--- src/rtl/paicore_xfer_ctrl_pkg.sv ---
// Shared types for the PAICORE transfer sequencer.
// State codes match the register-file status encoding.
package paicore_xfer_ctrl_pkg;

    typedef enum logic [1:0] {
        XFER_IDLE = 2'd0,
        XFER_SEND = 2'd1,
        XFER_RECV = 2'd2
    } xfer_state_e;

endpackage

--- src/rtl/paicore_us_timer.sv ---
// Microsecond tick source: prescaler over clk plus a saturating us counter.
// Holds its value whenever run is low.
module paicore_us_timer #(
    parameter int CNT_WIDTH = 32,
    parameter int US_CYCLES = 100
) (
    input  logic                 clk,
    input  logic                 rst,
    input  logic                 clear,
    input  logic                 run,
    output logic [CNT_WIDTH-1:0] us_cnt
);

    localparam int PW = (US_CYCLES > 2) ? $clog2(US_CYCLES) : 1;
    localparam logic [PW-1:0] PRE_LAST = PW'(US_CYCLES - 1);
    localparam logic [CNT_WIDTH-1:0] CNT_MAX = '1;

    logic [PW-1:0] pre_q;

    always_ff @(posedge clk) begin
        if (rst) begin
            pre_q  <= '0;
            us_cnt <= '0;
        end else if (clear) begin
            pre_q  <= '0;
            us_cnt <= '0;
        end else if (run) begin
            if (pre_q == PRE_LAST) begin
                pre_q <= '0;
                if (us_cnt != CNT_MAX) begin
                    us_cnt <= us_cnt + CNT_WIDTH'(1);
                end
            end else begin
                pre_q <= pre_q + PW'(1);
            end
        end
    end

endmodule

--- src/rtl/paicore_xfer_ctrl.sv ---
// PAICORE transaction sequencer: send phase, then frame-counted receive
// phase with an optional microsecond timeout.
module paicore_xfer_ctrl
    import paicore_xfer_ctrl_pkg::*;
#(
    parameter int CNT_WIDTH = 32,
    parameter int US_CYCLES = 100
) (
    input  logic                 clk,
    input  logic                 rst,
    input  logic                 start,
    input  logic                 abort,
    input  logic [CNT_WIDTH-1:0] send_len,
    input  logic [CNT_WIDTH-1:0] frame_num_max,
    input  logic [CNT_WIDTH-1:0] timeout_us,
    input  logic                 tx_beat,
    input  logic                 rx_beat,
    input  logic                 rx_last,
    output logic                 tx_en,
    output logic                 rx_en,
    output logic                 busy,
    output logic                 tx_done,
    output logic                 rx_done,
    output logic                 timeout,
    output logic [CNT_WIDTH-1:0] rx_frame_cnt,
    output logic [CNT_WIDTH-1:0] us_tick_num
);

    localparam logic [CNT_WIDTH-1:0] CNT_MAX = '1;

    xfer_state_e state_q, state_d;

    logic [CNT_WIDTH-1:0] tx_cnt_q, tx_cnt_d;
    logic [CNT_WIDTH-1:0] frame_q, frame_d;
    logic [CNT_WIDTH-1:0] tx_inc, frame_inc;
    logic tx_done_q, tx_done_d;
    logic rx_done_q, rx_done_d;
    logic timeout_q, timeout_d;
    logic timer_clear;
    logic frame_end, frame_hit, timed_out;

    assign tx_inc = (tx_cnt_q == CNT_MAX) ? tx_cnt_q
                  : tx_cnt_q + CNT_WIDTH'(1);
    assign frame_inc = (frame_q == CNT_MAX) ? frame_q
                     : frame_q + CNT_WIDTH'(1);

    assign frame_end = rx_beat & rx_last;
    // Normal completion outranks the timeout when both land together.
    assign frame_hit = (frame_num_max == '0)
                     | (frame_end & (frame_inc == frame_num_max));
    assign timed_out = (timeout_us != '0) & (us_tick_num >= timeout_us);

    always_comb begin
        state_d     = state_q;
        tx_cnt_d    = tx_cnt_q;
        frame_d     = frame_q;
        tx_done_d   = tx_done_q;
        rx_done_d   = rx_done_q;
        timeout_d   = timeout_q;
        timer_clear = 1'b0;
        if (abort) begin
            state_d   = XFER_IDLE;
            tx_done_d = 1'b0;
            rx_done_d = 1'b0;
            timeout_d = 1'b0;
        end else begin
            unique case (state_q)
                XFER_IDLE: begin
                    if (start) begin
                        timer_clear = 1'b1;
                        tx_cnt_d    = '0;
                        frame_d     = '0;
                        rx_done_d   = 1'b0;
                        timeout_d   = 1'b0;
                        if (send_len == '0) begin
                            state_d   = XFER_RECV;
                            tx_done_d = 1'b1;
                        end else begin
                            state_d   = XFER_SEND;
                            tx_done_d = 1'b0;
                        end
                    end
                end
                XFER_SEND: begin
                    if (tx_beat) begin
                        tx_cnt_d = tx_inc;
                        if (tx_inc == send_len) begin
                            state_d   = XFER_RECV;
                            tx_done_d = 1'b1;
                        end
                    end
                end
                XFER_RECV: begin
                    if (frame_end) begin
                        frame_d = frame_inc;
                    end
                    if (frame_hit) begin
                        state_d   = XFER_IDLE;
                        rx_done_d = 1'b1;
                    end else if (timed_out) begin
                        state_d   = XFER_IDLE;
                        rx_done_d = 1'b1;
                        timeout_d = 1'b1;
                    end
                end
                default: state_d = XFER_IDLE;
            endcase
        end
    end

    always_ff @(posedge clk) begin
        if (rst) begin
            state_q   <= XFER_IDLE;
            tx_cnt_q  <= '0;
            frame_q   <= '0;
            tx_done_q <= 1'b0;
            rx_done_q <= 1'b0;
            timeout_q <= 1'b0;
        end else begin
            state_q   <= state_d;
            tx_cnt_q  <= tx_cnt_d;
            frame_q   <= frame_d;
            tx_done_q <= tx_done_d;
            rx_done_q <= rx_done_d;
            timeout_q <= timeout_d;
        end
    end

    paicore_us_timer #(
        .CNT_WIDTH (CNT_WIDTH),
        .US_CYCLES (US_CYCLES)
    ) u_timer (
        .clk    (clk),
        .rst    (rst),
        .clear  (timer_clear),
        .run    (busy),
        .us_cnt (us_tick_num)
    );

    assign tx_en        = (state_q == XFER_SEND);
    assign rx_en        = (state_q == XFER_RECV);
    assign busy         = tx_en | rx_en;
    assign tx_done      = tx_done_q;
    assign rx_done      = rx_done_q;
    assign timeout      = timeout_q;
    assign rx_frame_cnt = frame_q;

endmodule
--- config.mk ---
export PLATFORM = sky130hd
export DESIGN_NAME = paicore_xfer_ctrl
export DESIGN_NICKNAME = d
export VERILOG_FILES = /design/src/rtl/paicore_xfer_ctrl_pkg.sv /design/src/rtl/paicore_us_timer.sv /design/src/rtl/paicore_xfer_ctrl.sv
export SDC_FILE = /design/constraint.sdc
export NUM_CORES = 1
export LEC_CHECK = 0
export CORE_ASPECT_RATIO = 1.75
export CORE_MARGIN = 10
export CORE_UTILIZATION = 45
export CTS_CLUSTER_SIZE = 10
export DETAILED_ROUTE_END_ITERATION = 6
export PLACE_DENSITY = 0.75
export SLEW_MARGIN = 30
export SYNTH_ARGS = -nofsm -noshare
export SYNTH_HDL_FRONTEND = slang
export SYNTH_SLANG_ARGS = --single-unit
--- constraint.sdc ---
create_clock -name clk -period 5.6 [get_ports clk]
set_clock_uncertainty 0.15 [all_clocks]
set_input_delay 1.12 -clock clk [delete_from_list [all_inputs] [get_ports clk]]
set_output_delay 1.12 -clock clk [all_outputs]
set_load 0.01 [all_outputs]
==> summary.txt, run 1 <==
Run status
  • Status: finished clean

Flow run
  • Max cap viols: 0

Clocking
  • CTS tree: done
  • # clock sinks: 108
  • CTS resizes: 0
  • Setup Fix Bufs, Post-CTS: 0
  • CTS Buffer Depth: 2
  • Clk slew on worst S/H paths: 0.08 ns
  • Worst-skew pair later-pin latency: 0.36 ns
  • Root buffer cell: clkbuf_16
  • Clock buffer count from CTS: 9
  • CTS H-tree depth: 3
  • Hold-fix buffers at CTS: 0

Die
  • Die X: 127 um
  • Die Y: 207 um
  • IO Count: 173
  • Core area: 19700 um^2
  • Num rows: 68
  • Die Footprint: 26300 um^2
  • Initial Util: 45.6%

Global routing
  • First-pass GRT wire length: 50.2 mm
  • Initial antenna violation count: 2
  • Remaining global-route overflow: 0
  • Vias in the first global route: 9572
  • Total GRT Usage: 23.2%
  • Pin count of the biggest net entering global routing: 66

Drt
  • Residual DRC: 0
  • DRT Wirelength: 31.8 mm
  • Routed len/inst: 19.8 um
  • Vias per Instance: 6.13
  • Initial DRC Count: 833
  • Via count: 9826
  • Drt pass-1 iters: 5
  • Detail Route Antenna Nets: 0

Worst setup path
  • Crit-path cells: and3_1, nand4_2, o211ai_1, nor2_1, a2111oi_0, o2111ai_1, nor4_1, a41oi_1, a211o_1, a221oi_2
  • Critical path class: flop to flop
  • Slowest stage cell, crit path: dfxtp_1
  • CP Capture Type: flop
  • Worst path max stage delay: 0.53 ns
  • Required time of the critical path: 5.72 ns
  • Worst setup SP type: flop
  • Arr. time, crit path: 4.41 ns
  • Crit path max fanout: 13
  • Crit path max-delay family: compound AO/OA/AOI/OAI gates
  • Buf+Inv Stages, Crit Path: 0

Logic synthesis
  • Most frequent cell after synthesis: nor2_1
  • Syn Area/Cell: 7.35 um^2
  • Seq/Total Area, Yosys: 24.0%
  • Fraction of the mapped netlist area in adder cells: 5.43%
  • Post-synthesis xor/xnor area fraction: 11.8%
  • Synth Area in Simple Gates: 32.7%
  • Top post-synthesis cells by area: dfxtp_1 24%, xnor2_1 7.1%, nor2_1 6.1%
  • Syn_nets: 1366
  • Seq cells post-synth: 108
  • Gate Count Post-Synth: 1224
  • Synth cell types: 80
  • EDFF count, synth: 0
  • Largest family of logic cells by synthesized area: simple AND/OR/NAND/NOR gates
  • Post-synth top area cell: dfxtp_1
  • Main flop type after synthesis: dfxtp_1
  • Post-synthesis mux area share: 1.70%
  • Synth warnings: 0
  • Top cells by count, synth: 145 x nor2_1, 118 x nand2_1, 108 x dfxtp_1
  • Top cell type's share of synthesized area: 24.0%
  • Ys async rst share: 0%
  • Synthesized area: 8990 um^2
  • Compound-Gate Fraction of Synth Area: 18.5%

Hold path
  • Hold/Removal Path Class: flop to flop

STA
  • Part of the cycle the worst path needs: 76.7%
  • Tmin final: 4.30 ns
  • Rel. slew slack: 29.8%
  • Worst-margin pin slew: 1.04 ns
  • Slack of the critical path: 1.30 ns
  • Endpoints failing setup: 0
  • Slew Viols, Final: 0
  • FMAX: 233 MHz
  • RSZ-0062 raised after global routing: no
  • Final hold vios: 0
  • Hold slack: 0.340 ns
  • Setup_tns: 0 ns

Cells and area
  • Nets: 1492
  • Area Overhead vs Synth: 23.7%
  • Fillers: 1932
  • Share of layout cells above drive strength 1: 5.54%
  • Storage cell area: 2160 um^2
  • Multi-input logic area: 6320 um^2

Placement
  • Pre-CTS setup slack: 1.03 ns
  • Post-DP HPWL: 25.0 mm
  • Buffers on Ports: 172
  • GPL Wtd Cong: 1.01

Power
  • Total power: 1770 uW
  • Pwr per Cell Area: 159 nW/um^2
  • P_leak: 0.00391 uW
  • Peak supply drop: 0.136 mV
## power by group
part           total (uW)  internal (uW)  switching, uW  leakage, uW
Sequential            775            771           4.05     0.000870
Clock                 690            359            330     0.000152
Combinational         309            139            170      0.00289
Total                1770           1270            505      0.00391
## flip-flops by register name, summed over array words and instances, names as in the netlist
name	cells
tx_done	1
u_timer.us_cnt	32
rx_done	1
timeout	1
tx_cnt_q	32
rx_frame_cnt	32
u_timer.pre_q	7
state_q	2
## metal layers
| layer | global-route usage [%] | vias up | wire length [um] |
|---|---|---|---|
| met1 | 23.3 | 4615 | 11300 |
| met5 | 0 | - | 0 |
| met3 | 5.62 | 109 | 2110 |
| met2 | 41.2 | 408 | 16300 |
| li1 | - | 4694 | - |
| met4 | 14.6 | 0 | 2050 |
## cell type report
cell class / instances / area share [%]
multi-input cells: 993 / 56.8
flip-flops and latches: 108 / 19.4
clock inverters: 7 / 0.843
inverters: 53 / 1.79
repair buffers: 185 / 16.3
diodes: 2 / 0.0450
clock buffers: 9 / 2.02
well taps: 245 / 2.76
## metrics by stage
stage	instance area, um^2	utilization [%]	std cells
2_1_floorplan	8990	-	1224
3_3_place_gp	10800	54.7	1584
3_5_place_dp	10800	54.7	1584
4_1_cts	11100	56.3	1600
5_1_grt	11100	56.4	1602
6_report	11100	56.4	1602
## cell usage in the layout (no fill, tap or decap), drive strengths merged, types with 6 or more instances in the layout
cell type and instances:
a21o 15, a21oi 99, a22oi 10, a2bb2oi 8
and2 9, and3 15, and4 18, buf 14
clkbuf 9, clkdlybuf4s50 171, dfxtp 108, ha 39
inv 54, mux2i 13, nand2 119, nand2b 6
nand3 55, nand4 51, nor2 145, nor2b 14
nor3 55, nor4 42, o2111ai 9, o211ai 7
o21ai 50, o31ai 9, or3 13, or4 7
xnor2 73, xor2 48
## final timing paths
| path | cells past startpoint | end | slack, ns | from |
|---|---|---|---|---|
| setup / recovery | 10 | state_q[1]$_SDFFE_PP0P_ | 1.30 | rx_frame_cnt[17]$_SDFFE_PP0P_ |
| hold / removal | 1 | rx_done$_SDFFE_PP0P_ | 0.34 | rx_done$_SDFFE_PP0P_ |
| setup reg to reg | 10 | state_q[1]$_SDFFE_PP0P_ | 1.30 | rx_frame_cnt[17]$_SDFFE_PP0P_ |
| hold reg to reg | 1 | rx_done$_SDFFE_PP0P_ | 0.34 | rx_done$_SDFFE_PP0P_ |
## kinds of logic after synthesis
| group | Yosys count |
|---|---|
| compound gates | 256 |
| xor+xnor | 121 |
| flops | 108 |
| buf+inv | 123 |
| mux | 15 |
| fa+ha+maj | 39 |
| simple gates | 562 |
(Power assumes the default switching activity.)
==> run 2, diff against run 1 <==
--- a/config.mk
+++ b/config.mk
@@ -10,7 +10,7 @@
 export CORE_UTILIZATION = 45
 export CTS_CLUSTER_SIZE = 10
 export DETAILED_ROUTE_END_ITERATION = 6
-export PLACE_DENSITY = 0.75
+export PLACE_DENSITY = 0.78
 export SLEW_MARGIN = 30
 export SYNTH_ARGS = -nofsm -noshare
 export SYNTH_HDL_FRONTEND = slang
==> constraint.sdc (replaced) <==
create_clock -name clk -period 3.7 [get_ports clk]
set_clock_uncertainty 0.15 [all_clocks]
set_input_delay 0.74 -clock clk [delete_from_list [all_inputs] [get_ports clk]]
set_output_delay 0.74 -clock clk [all_outputs]
set_load 0.01 [all_outputs]
==> run 2 against run 1 <==
  * Utilization up 6.3 points
  * Count of clock-buffer cells in the layout increased by 1
  * Sequential share of layout area fell by 1.9 points
  * Combinational power up 62%
  * Worst hold slack improved by 0.014 ns
  * Clock power increased by 52%
  * Critical path type unchanged
  * Highest routed layer unchanged
==> summary.txt, run 2 (synthesized netlist as in run 1, its figures left out) <==
Drt
  • Via count: 10504 (+6.9%)
  • Residual DRC: 0 (unchanged)
  • Initial DRC Count: 880 (+5.6%)
  • DRT Wirelength: 34.5 mm (+8.5%)
  • Routed len/inst: 19.7 um (-0.80%)
  • Detail Route Antenna Nets: 0 (unchanged)
  • Vias per Instance: 6.00 (-2.3%)
  • Drt pass-1 iters: 7 (+2)

Worst setup path
  • Crit path from: tx_cnt_q[26]$_SDFFE_PP0P_
  • Crit path max-delay family: compound AO/OA/AOI/OAI gates
  • RR Startpoint: tx_cnt_q[26]$_SDFFE_PP0P_
  • Crit path max fanout: 5 (-8)
  • Required time of the critical path: 3.83 ns (-1.89 ns)
  • Worst path max stage delay: 0.62 ns (+0.09 ns)
  • Slowest stage cell, crit path: or4_4
  • CP Capture Type: flop
  • Arr. time, crit path: 3.73 ns (-0.68 ns)
  • Critical path class: flop to flop
  • Crit-path cells: nand4_2, or4_4, o21ai_2, nor2_1, xnor2_1, nor3b_1, o2111ai_2, o41a_1, a211o_1, a221oi_2
  • Worst setup SP type: flop
  • Buf+Inv Stages, Crit Path: 0 (unchanged)

Die
  • Die Y: 207 um (unchanged)
  • IO Count: 173 (unchanged)
  • Die Footprint: 26300 um^2 (unchanged)
  • Initial Util: 45.6% (unchanged)
  • Num rows: 68 (unchanged)
  • Core area: 19700 um^2 (unchanged)
  • Die X: 127 um (unchanged)

Cells and area
  • Most frequent cells in the layout: 171 x clkdlybuf4s50_1, 162 x buf_4, 143 x nor2_1, 118 x nand2_1, 107 x dfxtp_1
  • Post-layout util: 62.6% (+6.3 points)
  • Share of layout cells above drive strength 1: 15.7% (+10 points)
  • Nets: 1643 (+10%)
  • Commonest non-fill, non-tap cell in the layout: clkdlybuf4s50_1
  • Area Overhead vs Synth: 37.5%
  • Post-Layout Inst Area: 12400 um^2 (+11%)

Power
  • Total power: 2720 uW (+53%)
  • P_leak: 0.00474 uW (+21%)
  • Pwr per Cell Area: 220 nW/um^2 (+38%)
  • Peak supply drop: 0.192 mV (+41%)

STA
  • Final hold vios: 0 (unchanged)
  • Rel. slew slack: 57.6% (+28 points)
  • Part of the cycle the worst path needs: 97.1% (+20 points)
  • Slew Viols, Final: 0 (unchanged)
  • Endpoints failing setup: 0 (unchanged)
  • Tmin final: 3.59 ns (-0.702 ns)
  • FMAX: 278 MHz (+20%)
  • Worst-margin pin slew: 0.630 ns (-0.409 ns)

Clocking
  • # clock sinks: 108 (unchanged)
  • CTS H-tree depth: 3 (unchanged)
  • CTS tree: done
  • Worst-skew pair later-pin latency: 0.36 ns (about the same)
  • Clock buffer count from CTS: 9 (unchanged)
  • Root buffer cell: clkbuf_16
  • Clk slew on worst S/H paths: 0.08 ns (about the same)
  • CTS Buffer Depth: 2 (unchanged)

Global routing
  • Total GRT Usage: 24.9% (+1.7 points)
  • Initial antenna violation count: 1 (-1)
  • Vias in the first global route: 10514 (+9.8%)
  • Remaining global-route overflow: 0 (unchanged)
  • Pin count of the biggest net entering global routing: 54 (-18%)
  • First-pass GRT wire length: 54.1 mm (+7.6%)

Hold path
  • Hold/Removal Path Class: flop to flop
  • Hold Crit Start: state_q[0]$_SDFFE_PP0P_

Placement
  • Post-DP HPWL: 27.1 mm (+8.5%)
  • Buffers on Ports: 172 (unchanged)
  • DP Area: 11900 um^2 (+10%)
  • GPL Wtd Cong: 1.04 (+2.3%)

Run status
  • Status: finished clean

Flow run
  • Max cap viols: 0 (unchanged)
-- run 2: worst paths after layout --
check | endpoint | slack, ns | depth (start not counted)
max | state_q[1]$_SDFFE_PP0P_ | 0.11 | 10
min | state_q[0]$_SDFFE_PP0P_ | 0.35 | 2
max reg2reg | state_q[1]$_SDFFE_PP0P_ | 0.11 | 10
min reg2reg | state_q[0]$_SDFFE_PP0P_ | 0.35 | 2
-- run 2: where the power goes --
part	total (uW)	switching (uW)	leakage [uW]	internal [uW]
Clock	1050	491	0.000153	558
Sequential	1170	5.10	0.000870	1170
Combinational	500	271	0.00371	229
-- run 2: timing repair --
item                       in CTS  in global routing
buffers inserted                0                  6
gates cloned                    0                  1
resized for setup               1                 23
pin swaps                       0                  5
hold buffers                    0                  0
setup endpoints to repair       2                  4
-- run 2: metrics by stage --
step,worst slack (ns),hold slack [ns],setup TNS [ns],instances
floorplan,0.182,0.303,0,1224
global placement,-0.232,0.315,-0.606,1728
detailed placement,-0.319,0.344,-0.955,1728
CTS,0.0192,0.353,0,1744
global route,-0.00758,0.374,-0.00758,1752
finish,0.107,0.354,0,1752
-- run 2: routing by layer --
layer / wire length (um) / GRT usage [%] / vias to the layer above
met5: 0 / 0 / -
met4: 2660 / 17.8 / 0
met3: 2230 / 4.65 / 165
met2: 17300 / 44.2 / 477
met1: 12200 / 25.1 / 4880
li1: - / - / 4982
-- run 2: final cells by class --
cell class / count / area, um^2
tap: 245 / 307
fill: 1842 / 7370
clock inverter: 6 / 77.6
sequential: 108 / 2160
clock buffer: 10 / 239
inverter: 53 / 199
timing repair buffer: 335 / 2940
multi-input combinational: 994 / 6430
antenna: 1 / 2.50
-- run 2: worst min-delay path, delay by kind of cell (launching register included) --
family,cells,cell delay (ns)
flip-flops,1,0.34
multiplexers,1,0.06
AND/OR/NAND/NOR,1,0.06
